## config.mk

```make
export PLATFORM = sky130hd
export DESIGN_NAME = uart_tx_arbiter
export DESIGN_NICKNAME = d
export VERILOG_FILES = /design/src/rtl/uart_tx_arbiter.sv
export SDC_FILE = /design/constraint.sdc
export NUM_CORES = 1
export LEC_CHECK = 0
export CAP_MARGIN = 15
export CELL_PAD_IN_SITES_DETAIL_PLACEMENT = 1
export CELL_PAD_IN_SITES_GLOBAL_PLACEMENT = 2
export CORE_UTILIZATION = 23
export CTS_CLUSTER_DIAMETER = 40
export CTS_CLUSTER_SIZE = 28
export DETAILED_ROUTE_END_ITERATION = 8
export PLACE_DENSITY_LB_ADDON = 0.1
export SETUP_SLACK_MARGIN = 0.05
export SYNTH_ARGS = -nofsm -noshare
export SYNTH_HDL_FRONTEND = slang
export SYNTH_SLANG_ARGS = --single-unit
```

## constraint.sdc

```tcl
create_clock -name clk -period 1.82 [get_ports clk]
set_input_delay 0.182 -clock clk [delete_from_list [all_inputs] [get_ports clk]]
set_output_delay 0.182 -clock clk [all_outputs]
set_load 0.005 [all_outputs]
```

## src/rtl/uart_tx_arbiter.sv

```systemverilog
// uart_tx_arbiter
// Round-robin packet arbiter sharing the single UART txfifo write port between
// N_REQ byte-stream requesters. An owner keeps its grant until it writes a byte
// flagged last, so packets never interleave. A stall watchdog revokes the grant
// of an owner that stops supplying bytes mid-packet.
module uart_tx_arbiter #(
    parameter  int N_REQ        = 4,
    parameter  int IDLE_TIMEOUT = 1024,
    localparam int ID_W         = (N_REQ > 1) ? $clog2(N_REQ) : 1
) (
    input  logic                 clk,
    input  logic                 rst,
    input  logic [N_REQ-1:0]     i_req_valid,
    input  logic [8*N_REQ-1:0]   i_req_data,
    input  logic [N_REQ-1:0]     i_req_last,
    output logic [N_REQ-1:0]     o_req_ready,
    output logic                 o_txfifo_wen,
    output logic [7:0]           o_txfifo_wdata,
    input  logic                 i_txfifo_full,
    output logic [N_REQ-1:0]     o_grant,
    output logic                 o_busy,
    output logic                 o_abort,
    output logic [ID_W-1:0]      o_abort_id
);

    // The stall counter only needs to reach IDLE_TIMEOUT; keep at least one bit
    // so the design still elaborates when the watchdog is disabled.
    localparam int CNT_W = (IDLE_TIMEOUT > 0) ? $clog2(IDLE_TIMEOUT + 1) : 1;
    localparam logic [CNT_W-1:0] CNT_LAST = (IDLE_TIMEOUT > 0) ? CNT_W'(IDLE_TIMEOUT - 1) : '0;
    localparam logic [CNT_W-1:0] CNT_MAX  = (IDLE_TIMEOUT > 0) ? CNT_W'(IDLE_TIMEOUT) : '0;

    typedef enum logic {
        IDLE,
        XFER
    } state_t;

    state_t            r_state;
    logic [ID_W-1:0]   r_owner;
    logic [N_REQ-1:0]  r_grant;
    logic [ID_W-1:0]   r_rrPtr;
    logic [CNT_W-1:0]  r_stallCnt;
    logic              r_abort;
    logic [ID_W-1:0]   r_abortId;

    logic              w_found;
    logic [ID_W-1:0]   w_nextIdx;
    logic [ID_W-1:0]   w_cand;
    logic              w_ownerValid;
    logic              w_ownerLast;
    logic [7:0]        w_ownerData;
    logic              w_active;
    logic              w_xfer;
    logic              w_expire;

    // Rotational search for the next owner, starting one past the last owner.
    always_comb begin
        w_found   = 1'b0;
        w_nextIdx = '0;
        w_cand    = '0;
        for (int i = 1; i <= N_REQ; i++) begin
            w_cand = ID_W'((int'(r_rrPtr) + i) % N_REQ);
            if (!w_found && i_req_valid[w_cand]) begin
                w_found   = 1'b1;
                w_nextIdx = w_cand;
            end
        end
    end

    // Pick out the current owner's valid, last flag and data byte via the one-hot grant.
    always_comb begin
        w_ownerValid = |(i_req_valid & r_grant);
        w_ownerLast  = |(i_req_last & r_grant);
        w_ownerData  = '0;
        for (int k = 0; k < N_REQ; k++) begin
            if (r_grant[k]) begin
                w_ownerData = w_ownerData | i_req_data[8*k +: 8];
            end
        end
    end

    // Write-port steering; everything is forced quiet while reset is held.
    always_comb begin
        w_active       = (r_state == XFER) && !rst;
        w_xfer         = w_active && w_ownerValid && !i_txfifo_full;
        w_expire       = (IDLE_TIMEOUT > 0) && w_active && !w_ownerValid
                         && (r_stallCnt == CNT_LAST);
        o_req_ready    = (w_active && !i_txfifo_full) ? r_grant : '0;
        o_txfifo_wen   = w_xfer;
        o_txfifo_wdata = w_active ? w_ownerData : 8'h00;
        o_grant        = rst ? '0 : r_grant;
        o_busy         = w_active;
        o_abort        = r_abort;
        o_abort_id     = r_abortId;
    end

    // Arbitration FSM: grant in IDLE, hold through the packet in XFER, release on
    // last byte or watchdog expiry.
    always_ff @(posedge clk) begin
        if (rst) begin
            r_state    <= IDLE;
            r_owner    <= '0;
            r_grant    <= '0;
            r_rrPtr    <= ID_W'(N_REQ - 1);
            r_stallCnt <= '0;
            r_abort    <= 1'b0;
            r_abortId  <= '0;
        end else begin
            r_abort <= 1'b0;
            case (r_state)
                IDLE: begin
                    if (w_found) begin
                        r_owner            <= w_nextIdx;
                        r_grant            <= '0;
                        r_grant[w_nextIdx] <= 1'b1;
                        r_stallCnt         <= '0;
                        r_state            <= XFER;
                    end
                end
                XFER: begin
                    if (w_xfer) begin
                        r_stallCnt <= '0;
                        if (w_ownerLast) begin
                            r_rrPtr <= r_owner;
                            r_grant <= '0;
                            r_state <= IDLE;
                        end
                    end else if (w_expire) begin
                        r_rrPtr    <= r_owner;
                        r_grant    <= '0;
                        r_stallCnt <= '0;
                        r_abort    <= 1'b1;
                        r_abortId  <= r_owner;
                        r_state    <= IDLE;
                    end else if ((IDLE_TIMEOUT > 0) && !w_ownerValid && (r_stallCnt != CNT_MAX)) begin
                        r_stallCnt <= r_stallCnt + 1'b1;
                    end
                end
                default: begin
                    r_state <= IDLE;
                    r_grant <= '0;
                end
            endcase
        end
    end

endmodule

```

Word level (Yosys, flattened, before mapping). Index checks and enable logic that the tools add are counted. W data, S select, Z words.

Memories kept: 0. Input bits: 43. Memory bits (writable): 0. Register bits after elaboration: 23. Output and inout bits: 21. Logic and storage cells: 102. Bits in latches: 0. Bits in read-only memories: 0.

Bitwise operators: 7. Multiplexer cells: 44. Div/mod/pow operators: 0. Add/subtract/negate cells: 5. Magnitude comparators: 6. Shifts and indexed selects: 0. Reduce and logical (&&, ||, !) cells: 26. Multipliers: 0. Equality and inequality tests: 7.

Operators with widths (number): $mux W11 (4); $mux W8 (5); $mux W4 (6); $or A8 B8 Y8 (3); $pmux W11 S2 (1); $lt A2 B3 Y1 const B (5); $mux W1 (14); $mux W2 (7); $add A11 B1 Y11 const B (1); $eq A11 B10 Y1 const B (1); $logic_and A1 B1 Y1 (11); $ne A11 B11 Y1 const B (1); $reduce_and A3 Y1 (3); $and A4 B4 Y4 (2); $bmux W1 S2 (4); $pmux W4 S2 (1); $reduce_or A4 Y1 (2); $logic_not A1 Y1 (6); $ne A3 B2 Y1 const B (2); $add A2 B1 Y2 const B (2); $add A2 B2 Y2 const B (2); $ne A4 B2 Y1 const B (1); $reduce_and A2 Y1 (2); $reduce_or A3 Y1 (1); other kinds (7) (8).

Longest topological paths before layout. Gate-level depths: netlist of run 1.

Depth in word-level cells: 19. Mapped depth: 7. Depth with buffers taken out: 6.

Worst setup path before layout of run 1. No wires, ideal clock.

Kind: reg-to-reg. Start point: register r_stallCnt[0]. End point: register r_stallCnt[4]. Slack: 0.180 ns. Clock period less this slack: 1.640 ns. Library setup time: 0.086 ns. Required time: 1.734 ns. Data arrival time: 1.553 ns. Stages on the path, launching flop included: 7. Path buffers: 0. Path through: dfxtp_1 ha_1 nand3_1 nor3b_2 a211o_4 o211ai_1 a221oi_2.

Cells in the longest elaborated chain, start to end: 5. Elaborated cells between the ends (all ways): 11. Classes of those cells: add/sub (1); eq/ne (3); mux (4); reduce/logical (3).

RTL lines: from (decl) (line 41) `logic [CNT_W-1:0] r_stallCnt;`; from (signal assigned) (line 135) `r_stallCnt <= r_stallCnt + 1'b1;`; $add A11 B1 Y11 / $eq A11 B10 Y1 (equally long branches) (line 135, 86); $mux W11 / $logic_and A1 B1 Y1 (equally long branches) (line 134, 86); $mux W11 (line 127) `end else if (w_expire) begin`; $mux W11 (line 120) `if (w_xfer) begin`; $pmux W11 S2 (line 109) `case (r_state)`.

Several ways; a longest one is shown, not always the timed one. The select of a mux whose other input is x is not followed. A chain may end at the register's enable or synchronous reset.

Worst setup path after layout of run 1.
Start point: input i_req_valid[2]. End point: register r_stallCnt[4].

Cells in the longest elaborated chain, start to end: 14. Elaborated cells between the ends (all ways): 32. Classes of those cells: eq/ne (2); mux (15); bitwise (1); reduce/logical (14).

RTL lines: from (decl) (line 13) `input logic [N_REQ-1:0] i_req_valid,`; $bmux W1 S2 (line 62) `if (!w_found && i_req_valid[w_cand]) begin`; $mux W1 (implied by the code) (line 62); $mux W1 (line 62); $logic_not A1 Y1 (line 62); $logic_and A1 B1 Y1 (line 62); $mux W1 (line 62); $logic_not A1 Y1 (line 62); $logic_and A1 B1 Y1 (line 62); $mux W1 (line 62); $logic_not A1 Y1 (line 62); $logic_and A1 B1 Y1 (line 62); $mux W1 (line 62); $ne A2 B2 Y1 (no line); $reduce_and A2 Y1 (no line).

Several ways; a longest one is shown, not always the timed one. The select of a mux whose other input is x is not followed.

==> impl_metrics.tcl, run 1 <==
set metrics [dict create \
    wire_per_inst_um 16.3 \
    drt_iter0_drc 76 \
    end_kind "flop" \
    syn_area_um2 1540 \
    cts_root_buffer "clkbuf_8" \
    cp-startpoint "i_req_valid[2]" \
    drtAntennaViolNets 0 \
    antenna_found_initial 0 \
    crit_slowest_cell "clkdlybuf4s50_1" \
    synthArstFlopShare_pct 0 \
    hold_buffers 0 \
    min_from "o_abort_id[0]$_SDFFE_PP0P_" \
    via_per_inst 5.06 \
    power.total_uw 1280 \
    ys.warnings.count 0 \
    hold_path_end "o_abort_id[0]$_SDFFE_PP0P_" \
    grt_pass1_vias 1894 \
    die_w_um 83.7 \
    fin_crit_ps 1760 \
    place_area_um2 2430 \
    yosysUniqueCellTypes 50 \
    routabilityCongestion 0.825 \
    fmax_mhz 567 \
    grt_usage_pct 16.7 \
    rows 29 \
    dp_worst_setup_slack_ps -244 \
    grt_overflow 0 \
    finalSetupViolCount 0 \
    grt_max_degree 16 \
    drt_pass1_iterations 4 \
    slew_violations 0 \
    crit_fanout 6 \
    clk_pin_slew_ps 90 \
    drcViolationCount 0 \
    final_area_um2 2670 \
    die_y_um 83.7 \
    cts_sinks 23 \
    path_class "in2reg" \
    status "finished clean" \
    crit_required_ps 1970 \
    reg2reg_from "r_stallCnt[4]$_SDFFE_PP0P_" \
    ir_worst_vdd_v 0.000235 \
    static-leakage-power_uw 0.00110 \
    start_kind "input port" \
    synth-seq-area-share_pct 30.0 \
    max_stage_delay_ps 490 \
    final.period_utilization_pct 96.8 \
    numCtsBuffers 3 \
    grt_setup_unrepaired "yes" \
    drive_above_1_share_pct 25.7 \
    synthFlopType "dfxtp_1" \
    clkLatencyLatePin_ps 270 \
    htree_levels 1 \
    setup_slack_ps 57.7 \
    via_count 1826 \
    power_density_nw_per_um2 478 \
    fin_worst_skew_ps 4.56 \
    synth_edf_count 0 \
    drv_cap 0 \
    nets 330 \
    slew_headroom_pct 70.9 \
    hold_violations 0 \
    syn_area_per_cell_um2 8.00 \
    coreArea_um2 6390 \
    place_hpwl_um 4450 \
    antenna_cells 0 \
    area_growth_pct 74.0 \
    initial_utilization_pct 24.0 \
    ff2ff_path_depth 6 \
    clock_path_buffers 2 \
    crit_chain "clkdlybuf4s50_1 > a22o_1 > buf_6 > nor4_4 > buf_4 > a211o_4 > o211ai_1 > a221oi_4" \
    wirelength_um 5900 \
    ff2ff_setup_slack_ps 70 \
    ys_ff_latch 23 \
    ios 64 \
    hold_path_depth 2 \
    syn_inst 192 \
    hold_class "reg2reg" \
    worst_pin_slew_ps 437 \
    syn_nets 237 \
    arrival_ps 1910 \
    grt_pass1_wl_um 9540 \
    cts_tree "done" \
    die-area_um2 7010 \
    portBuffers 63 \
    finalSetupTns_ps 0 \
    r2r-end "r_stallCnt[4]$_SDFFE_PP0P_" \
]
==> placed cells by master, fill, tap and decap left out, types with 3 or more instances in the layout <==
| cell | synthesis | final |
|---|---|---|
| a211oi_2 | 1 | 3 |
| a21oi_1 | 12 | 11 |
| a22oi_1 | 18 | 18 |
| buf_4 | 0 | 26 |
| buf_6 | 0 | 9 |
| clkbuf_8 | 0 | 3 |
| clkdlybuf4s50_1 | 0 | 47 |
| dfxtp_1 | 23 | 15 |
| dfxtp_2 | 0 | 7 |
| dlygate4sd2_1 | 0 | 10 |
| dlymetal6s2s_1 | 0 | 6 |
| inv_1 | 16 | 16 |
| mux2i_1 | 3 | 3 |
| nand2b_1 | 4 | 4 |
| nand3_1 | 7 | 6 |
| nand4_1 | 6 | 6 |
| nor2_1 | 19 | 19 |
| nor3_1 | 8 | 8 |
| o21ai_0 | 8 | 5 |
| o21ai_1 | 0 | 3 |
| xor2_1 | 3 | 3 |
==> routing by layer <==
layer / up-vias / track usage [%] / wire length, µm
li1: 905 / - / -
met1: 878 / 23.4 / 2990
met2: 41 / 28.0 / 2700
met3: 2 / 1.98 / 194
met4: 0 / 2.31 / 19
met5: - / 0 / 0
==> critical path: cells and delay by family <==
kind                   cells  cell delay (ps)
AO/OA/AOI/OAI              4              930
buffers and inverters      3              760
AND/OR/NAND/NOR            1               40
==> how the worst max path moves through the flow <==
| stage | end | depth (start not counted) |
|---|---|---|
| 2_1_floorplan | r_stallCnt[4]$_SDFFE_PP0P_ | 6 |
| 3_3_place_gp | r_stallCnt[9]$_SDFFE_PP0P_ | 8 |
| 3_5_place_dp | r_stallCnt[6]$_SDFFE_PP0P_ | 6 |
| 4_1_cts | o_txfifo_wen | 3 |
| 5_1_grt | r_stallCnt[4]$_SDFFE_PP0P_ | 6 |
| 6_report | r_stallCnt[4]$_SDFFE_PP0P_ | 8 |
==> what timing repair did <==
item                       4_1_cts  5_1_grt
buffers inserted                 5        2
hold endpoints to repair         0        0
gates resized for setup         15       37
pin swaps                        5        9
setup endpoints to repair       15       22
==> flip-flops by register name, indices dropped and copies added (netlist names) <==
name and flops:
r_state 1, o_abort 1, r_grant 4, r_owner 2
r_stallCnt 11, o_abort_id 2, r_rrPtr 2
==> per-stage QoR <==
step	hold WS, ps	instances	utilization, %
global placement	481	350	38.1
global route	547	361	41.8
floorplan	398	192	-
finish	507	361	41.8
detailed placement	494	350	38.1
CTS	517	359	39.7
==> cell families (layout without fill, tap and decap cells) <==
family | Yosys count | after routing | share of synthesized area, %
compound gates | 65 | 65 | 31.1
buf+inv | 27 | 119 | 6.93
simple gates | 68 | 68 | 26.1
mux | 3 | 3 | 1.96
xor+xnor | 4 | 4 | 2.28
flops | 23 | 23 | 30.0
fa+ha+maj | 2 | 2 | 1.63
==> Yosys cell counts (all sizes together), types with 2 or more instances <==
master,count,area share [%]
nor3,8,2.6
nor2b,2,0.81
nand2,2,0.49
nor2,20,5.4
clkbuf,7,1.7
o32ai,4,2.3
a22o,2,1.1
and3,5,2.4
nand4,6,2.4
a221oi,2,1.5
buf,4,1.3
ha,2,1.6
a22oi,18,8.8
inv,16,3.9
a31oi,2,0.81
a211oi,5,2.8
a21o,2,0.98
nand3,7,2.3
o21ai,9,3.2
dfxtp,23,30
a21oi,12,3.9
nand2b,5,2.5
xor2,3,1.7
mux2i,3,2.0
nor4,3,2.0
and2,3,1.2
==> layout make-up <==
cell class	instances	area (µm²)
Fill cell	771	3710
Multi-Input combinational cell	142	1050
Timing Repair Buffer	99	950
Sequential cell	23	473
Tap cell	77	96.3
Inverter	16	60.1
Clock buffer	3	41.3
Clock inverter	1	5.00
==> report_power, final <==
group,internal (µW),switching (µW)
Clock,153,177
Combinational,231,178
Sequential,521,16.7
Total,905,371
Note: power is estimated with default switching activity, not from simulation.
==> run 2, diff against run 1 <==
Settings changed: CORE_UTILIZATION 23 to 25.
Clock period 1.82 ns to 2.1 ns, I/O delays scaled along.
==> run 2 against run 1 <==
Against the previous run: design area down 10%; worst hold slack lost 2.2 ps; clock power down 13%; non-clock buffer count down 18; final cell count decreased by 5.5%; critical endpoint is now o_txfifo_wen; highest routed layer unchanged.
==> impl_metrics.tcl, run 2 (synthesis results as in run 1) <==
set metrics [dict create \
    status "finished clean" \
    die-area_um2 6460 \
    largest_reg_flops 11 \
    min_from "o_abort_id[0]$_SDFFE_PP0P_" \
    routabilityCongestion 0.742 \
    grt_setup_unrepaired "no" \
    via_per_inst 5.04 \
    finalSetupTns_ps 0 \
    fin_worst_skew_ps 1.82 \
    hold_violations 0 \
    place_hpwl_um 4280 \
    hold_class "reg2reg" \
    hold_path_depth 2 \
    p_clk_share_pct 27.3 \
    fillers 706 \
    grt_usage_pct 17.1 \
    cts_root_buffer "clkbuf_8" \
    end_kind "output port" \
    r2r-end "r_stallCnt[6]$_SDFFE_PP0P_" \
    hold_buffers 0 \
    worst_pin_slew_ps 344 \
    power_switching_uw 302 \
    drtAntennaViolNets 0 \
    wirelength_um 5440 \
    wire_per_inst_um 16.0 \
    ff2ff_setup_slack_ps 270 \
    finalSetupViolCount 0 \
    coreArea_um2 5920 \
    clkLatencyLatePin_ps 270 \
    drt_iter0_drc 58 \
    initial_utilization_pct 25.9 \
    nets 312 \
    antenna_found_initial 0 \
    final.period_utilization_pct 95.5 \
    top_regs "r_stallCnt: 11 flops, r_grant: 4 flops" \
    start_kind "input port" \
    grt_pass1_wl_um 8580 \
    area_growth_pct 56.2 \
    numCtsBuffers 3 \
    ios 64 \
    reg2reg_from "r_stallCnt[0]$_SDFFE_PP0P_" \
    cts_sinks 23 \
    grt_pass1_vias 1641 \
    whs_ps 505 \
    grt_max_degree 16 \
    slew_headroom_pct 77.0 \
    crit_fanout 5 \
    fin_crit_ps 2010 \
    final_common_cell "clkdlybuf4s50_1" \
    hold_path_end "o_abort_id[0]$_SDFFE_PP0P_" \
    regArea_um2 462 \
    path_class "in2out" \
    postCtsSetupBuffers 0 \
    final_cell_mix "clkdlybuf4s50_1 (62), dfxtp_1 (22), nor2_1 (19)" \
    die_w_um 80.4 \
    ir_worst_vdd_v 0.000275 \
    drive_above_1_share_pct 13.5 \
    rows 28 \
    static-leakage-power_uw 0.000863 \
    p_int_uw 749 \
    die_y_um 80.4 \
    htree_levels 1 \
    drv_cap 0 \
    clock_path_buffers 2 \
    p_comb_share_pct 28.4 \
    cts_tree "done" \
    portBuffers 63 \
    ff2ff_path_depth 7 \
    arrival_ps 1800 \
    power_density_nw_per_um2 438 \
    seq_power_share_pct 44.3 \
    grt_overflow 0 \
    multiInputGateArea_um2 968 \
    via_count 1720 \
    antenna_cells 0 \
    fmax_mhz 498 \
    drt_pass1_iterations 4 \
    regMostFlops "r_stallCnt" \
    clk_pin_slew_ps 90 \
    slew_violations 0 \
    drcViolationCount 0 \
    crit_required_ps 1890 \
    switching_share_pct 28.7 \
]
[run 2: what timing repair did]
item                                    CTS  global route
hold endpoints to repair                  0             0
endpoints found under the setup margin    0             1
gates resized for setup                   0             2
[run 2: layer usage]
metal / track usage (%) / wire length (µm) / share of wire [%]
met5: 0 / 0 / 0
met4: 4.29 / 48 / 0.88
met3: 3.18 / 484 / 8.9
met2: 26.0 / 2210 / 41
met1: 24.4 / 2700 / 50
[run 2: worst max-delay path by stage]
stage / from / end / slack, ps / cells after the start
finish: i_req_valid[1] / o_txfifo_wen / 90 / 4
global route: i_req_valid[1] / o_txfifo_wen / 50 / 4
CTS: i_req_valid[1] / o_txfifo_wen / 110 / 4
global placement: i_req_valid[1] / r_stallCnt[6]$_SDFFE_PP0P_ / 60 / 6
floorplan: r_stallCnt[0]$_SDFFE_PP0P_ / r_stallCnt[4]$_SDFFE_PP0P_ / 460 / 6
detailed placement: i_req_valid[1] / r_stallCnt[6]$_SDFFE_PP0P_ / 5 / 6
[run 2: area by class of cell]
| class | instances | area share [%] |
|---|---|---|
| clock inverters | 1 | 0.209 |
| repair buffers | 81 | 32.0 |
| well taps | 75 | 3.91 |
| flip-flops and latches | 23 | 19.2 |
| inverters | 16 | 2.50 |
| clock buffers | 3 | 1.72 |
| multi-input cells | 142 | 40.4 |
[run 2: metrics by stage]
| step | instance area [µm²] | worst slack, ps | cells | util (%) | power (µW) |
|---|---|---|---|---|---|
| after CTS | 2390 | 109 | 341 | 40.4 | 1060 |
| final | 2400 | 93.6 | 341 | 40.5 | 1050 |
| after global placement | 2350 | 58.1 | 337 | 39.7 | 776 |
| after floorplan | 1540 | 460 | 192 | - | 606 |
| after detailed placement | 2350 | 4.86 | 337 | 39.7 | 775 |
| after global routing | 2400 | 52.8 | 341 | 40.5 | 1120 |
[run 2: power by group through the flow]
stage	clock network (µW)	logic [µW]	registers (µW)
finish	287	298	465
global route	321	330	468
CTS	299	301	466
detailed placement	0	299	476
global placement	0	299	476
floorplan	0	135	470
[run 2: worst max-delay path, stage by stage]
cell	delay [ps]
clkdlybuf4s50_1	520
a22o_1	220
o2111a_2	300
clkdlybuf4s50_1	550
==> run 3, diff against run 2 <==
Settings changed: REMOVE_ABC_BUFFERS from default to 1.
==> run 3 against run 2 <==
Against the previous run: first-iteration DRC count down 8.6%; fmax up 1.6%; global-route usage up 2.0 points; sequential power about the same; clock power up 5%; register-to-register slack about the same; largest cell class unchanged; sequential cell count unchanged; worst hold slack better by 1.7 ps; critical endpoint unchanged; clock skew up 1.0 ps; critical path depth unchanged; critical path type unchanged; clock-buffer cell count unchanged; wire length up 5.1%.
==> impl_metrics.tcl, run 3 (synthesis results as in run 1) <==
set metrics [dict create \
    post_cts_resized 0 \
    top_regs "r_stallCnt: 11 flops, r_grant: 4 flops" \
    hold_class "reg2reg" \
    ios 64 \
    numCtsBuffers 3 \
    dp_worst_setup_slack_ps -9.18 \
    initial_utilization_pct 25.9 \
    setup_slack_ps 126 \
    clock_path_buffers 2 \
    cp_top_family "buffers and inverters" \
    drt_iter0_drc 53 \
    wirelength_um 5720 \
    place_hpwl_um 4450 \
    globalRouteMet3Util_pct 3.18 \
    grt-busiest-layer "met2" \
    ir_worst_vdd_v 0.000235 \
    finalSetupViolCount 0 \
    static-leakage-power_uw 0.000850 \
    fmax_mhz 507 \
    power.total_uw 1070 \
    grt_max_degree 15 \
    fin_worst_skew_ps 2.85 \
    clkLatencyLatePin_ps 280 \
    crit_required_ps 1890 \
    path_buf_inv 2 \
    drv_cap 0 \
    regMostFlops "r_stallCnt" \
    slew_violations 0 \
    cts_root_buffer "clkbuf_8" \
    cp_common_cell "clkdlybuf4s50_1" \
    drt_pass1_iterations 6 \
    final.period_utilization_pct 94.0 \
    routabilityCongestion 0.766 \
    utilization_pct 40.7 \
    die_w_um 80.4 \
    grt_usage_pct 19.0 \
    regArea_um2 460 \
    drcViolationCount 0 \
    htree_levels 1 \
    final_cell_mix "clkdlybuf4s50_1 (63), dfxtp_1 (23), nor2_1 (19)" \
    path_class "in2out" \
    status "finished clean" \
    critical_path_depth 4 \
    hold_violations 0 \
    crit_fanout 5 \
    coreArea_um2 5920 \
    fin_crit_ps 1970 \
    antenna_cells 0 \
    fillers 703 \
    hold_path_depth 2 \
    crit_chain "clkdlybuf4s50_1 > a22o_1 > o2111a_2 > clkdlybuf4s50_1" \
    drive_above_1_share_pct 13.2 \
    arrival_ps 1760 \
    wire_per_inst_um 16.8 \
    final_common_cell "clkdlybuf4s50_1" \
    portBuffers 63 \
    largest_reg_flops 11 \
    die_y_um 80.4 \
    die-area_um2 6460 \
    clk_pin_slew_ps 90 \
    cts_sinks 23 \
    via_count 1771 \
    power_density_nw_per_um2 444 \
    met2_usage_pct 32.9 \
    crit_slowest_cell "clkdlybuf4s50_1" \
    max_stage_delay_ps 530 \
    start_kind "input port" \
    hold_buffers 0 \
    ff2ff_path_depth 7 \
    rows 28 \
    antenna_found_initial 0 \
    via_per_inst 5.19 \
    slew_headroom_pct 76.9 \
    drtAntennaViolNets 0 \
    grt_use_met1_pct 24.3 \
    postCtsSetupBuffers 0 \
    grt_pass1_wl_um 9490 \
    grt_overflow 0 \
    worst_pin_slew_ps 346 \
    end_kind "output port" \
    grt_setup_unrepaired "no" \
    area_growth_pct 56.8 \
    grt_pass1_vias 1912 \
    cts_tree "done" \
    multiInputGateArea_um2 968 \
    nets 312 \
]
-- run 3: changes by cell type in the layout (fill, tap and decap cells not counted), sizes merged --
cell / delta
clkdlybuf4s50: +1
dlymetal6s2s: -1
-- run 3: metal layers --
metal	up-vias	wire, µm
li1	871	-
met1	839	2660
met2	56	2630
met3	5	366
met4	0	61
met5	-	0
-- run 3: worst register-to-register path, cell delays in order, from the launching register on --
cell and delay, ps:
dfxtp_1 350, ha_1 250, nand3_1 150, nor3b_2 60
buf_4 150, a211o_4 360, o21ai_0 230, mux2i_1 200
-- run 3: layout make-up --
| type | instances | area share (%) |
|---|---|---|
| clock buffers | 3 | 1.72 |
| clock inverters | 1 | 0.208 |
| inverters | 16 | 2.49 |
| multi-input cells | 142 | 40.2 |
| flip-flops and latches | 23 | 19.1 |
| well taps | 75 | 3.90 |
| repair buffers | 81 | 32.3 |
-- run 3: stage by stage --
step | cells | area, µm² | hold WS, ps | TNS [ps]
finish | 341 | 2410 | 506 | 0
global route | 341 | 2410 | 533 | 0
CTS | 341 | 2410 | 506 | 0
detailed placement | 337 | 2360 | 491 | -13.5
global placement | 337 | 2360 | 481 | 0
floorplan | 181 | 1490 | 279 | 0
-- run 3: path summary, 6_finish.rpt --
| kind | from | to | slack, ps |
|---|---|---|---|
| worst min register to register | r_stallCnt[9]$_SDFFE_PP0P_ | r_stallCnt[9]$_SDFFE_PP0P_ | 510 |
| worst max-delay path | i_req_valid[1] | o_txfifo_wen | 130 |
| worst min-delay path | r_stallCnt[9]$_SDFFE_PP0P_ | r_stallCnt[9]$_SDFFE_PP0P_ | 510 |
| worst max register to register | r_stallCnt[0]$_SDFFE_PP0P_ | r_stallCnt[6]$_SDFFE_PP0P_ | 280 |
-- run 3: power breakdown --
group	leakage, µW	total [µW]	internal, µW	switching (µW)
clock network	0.0000255	300	133	166
logic	0.000638	303	167	136
registers	0.000187	466	451	15.1
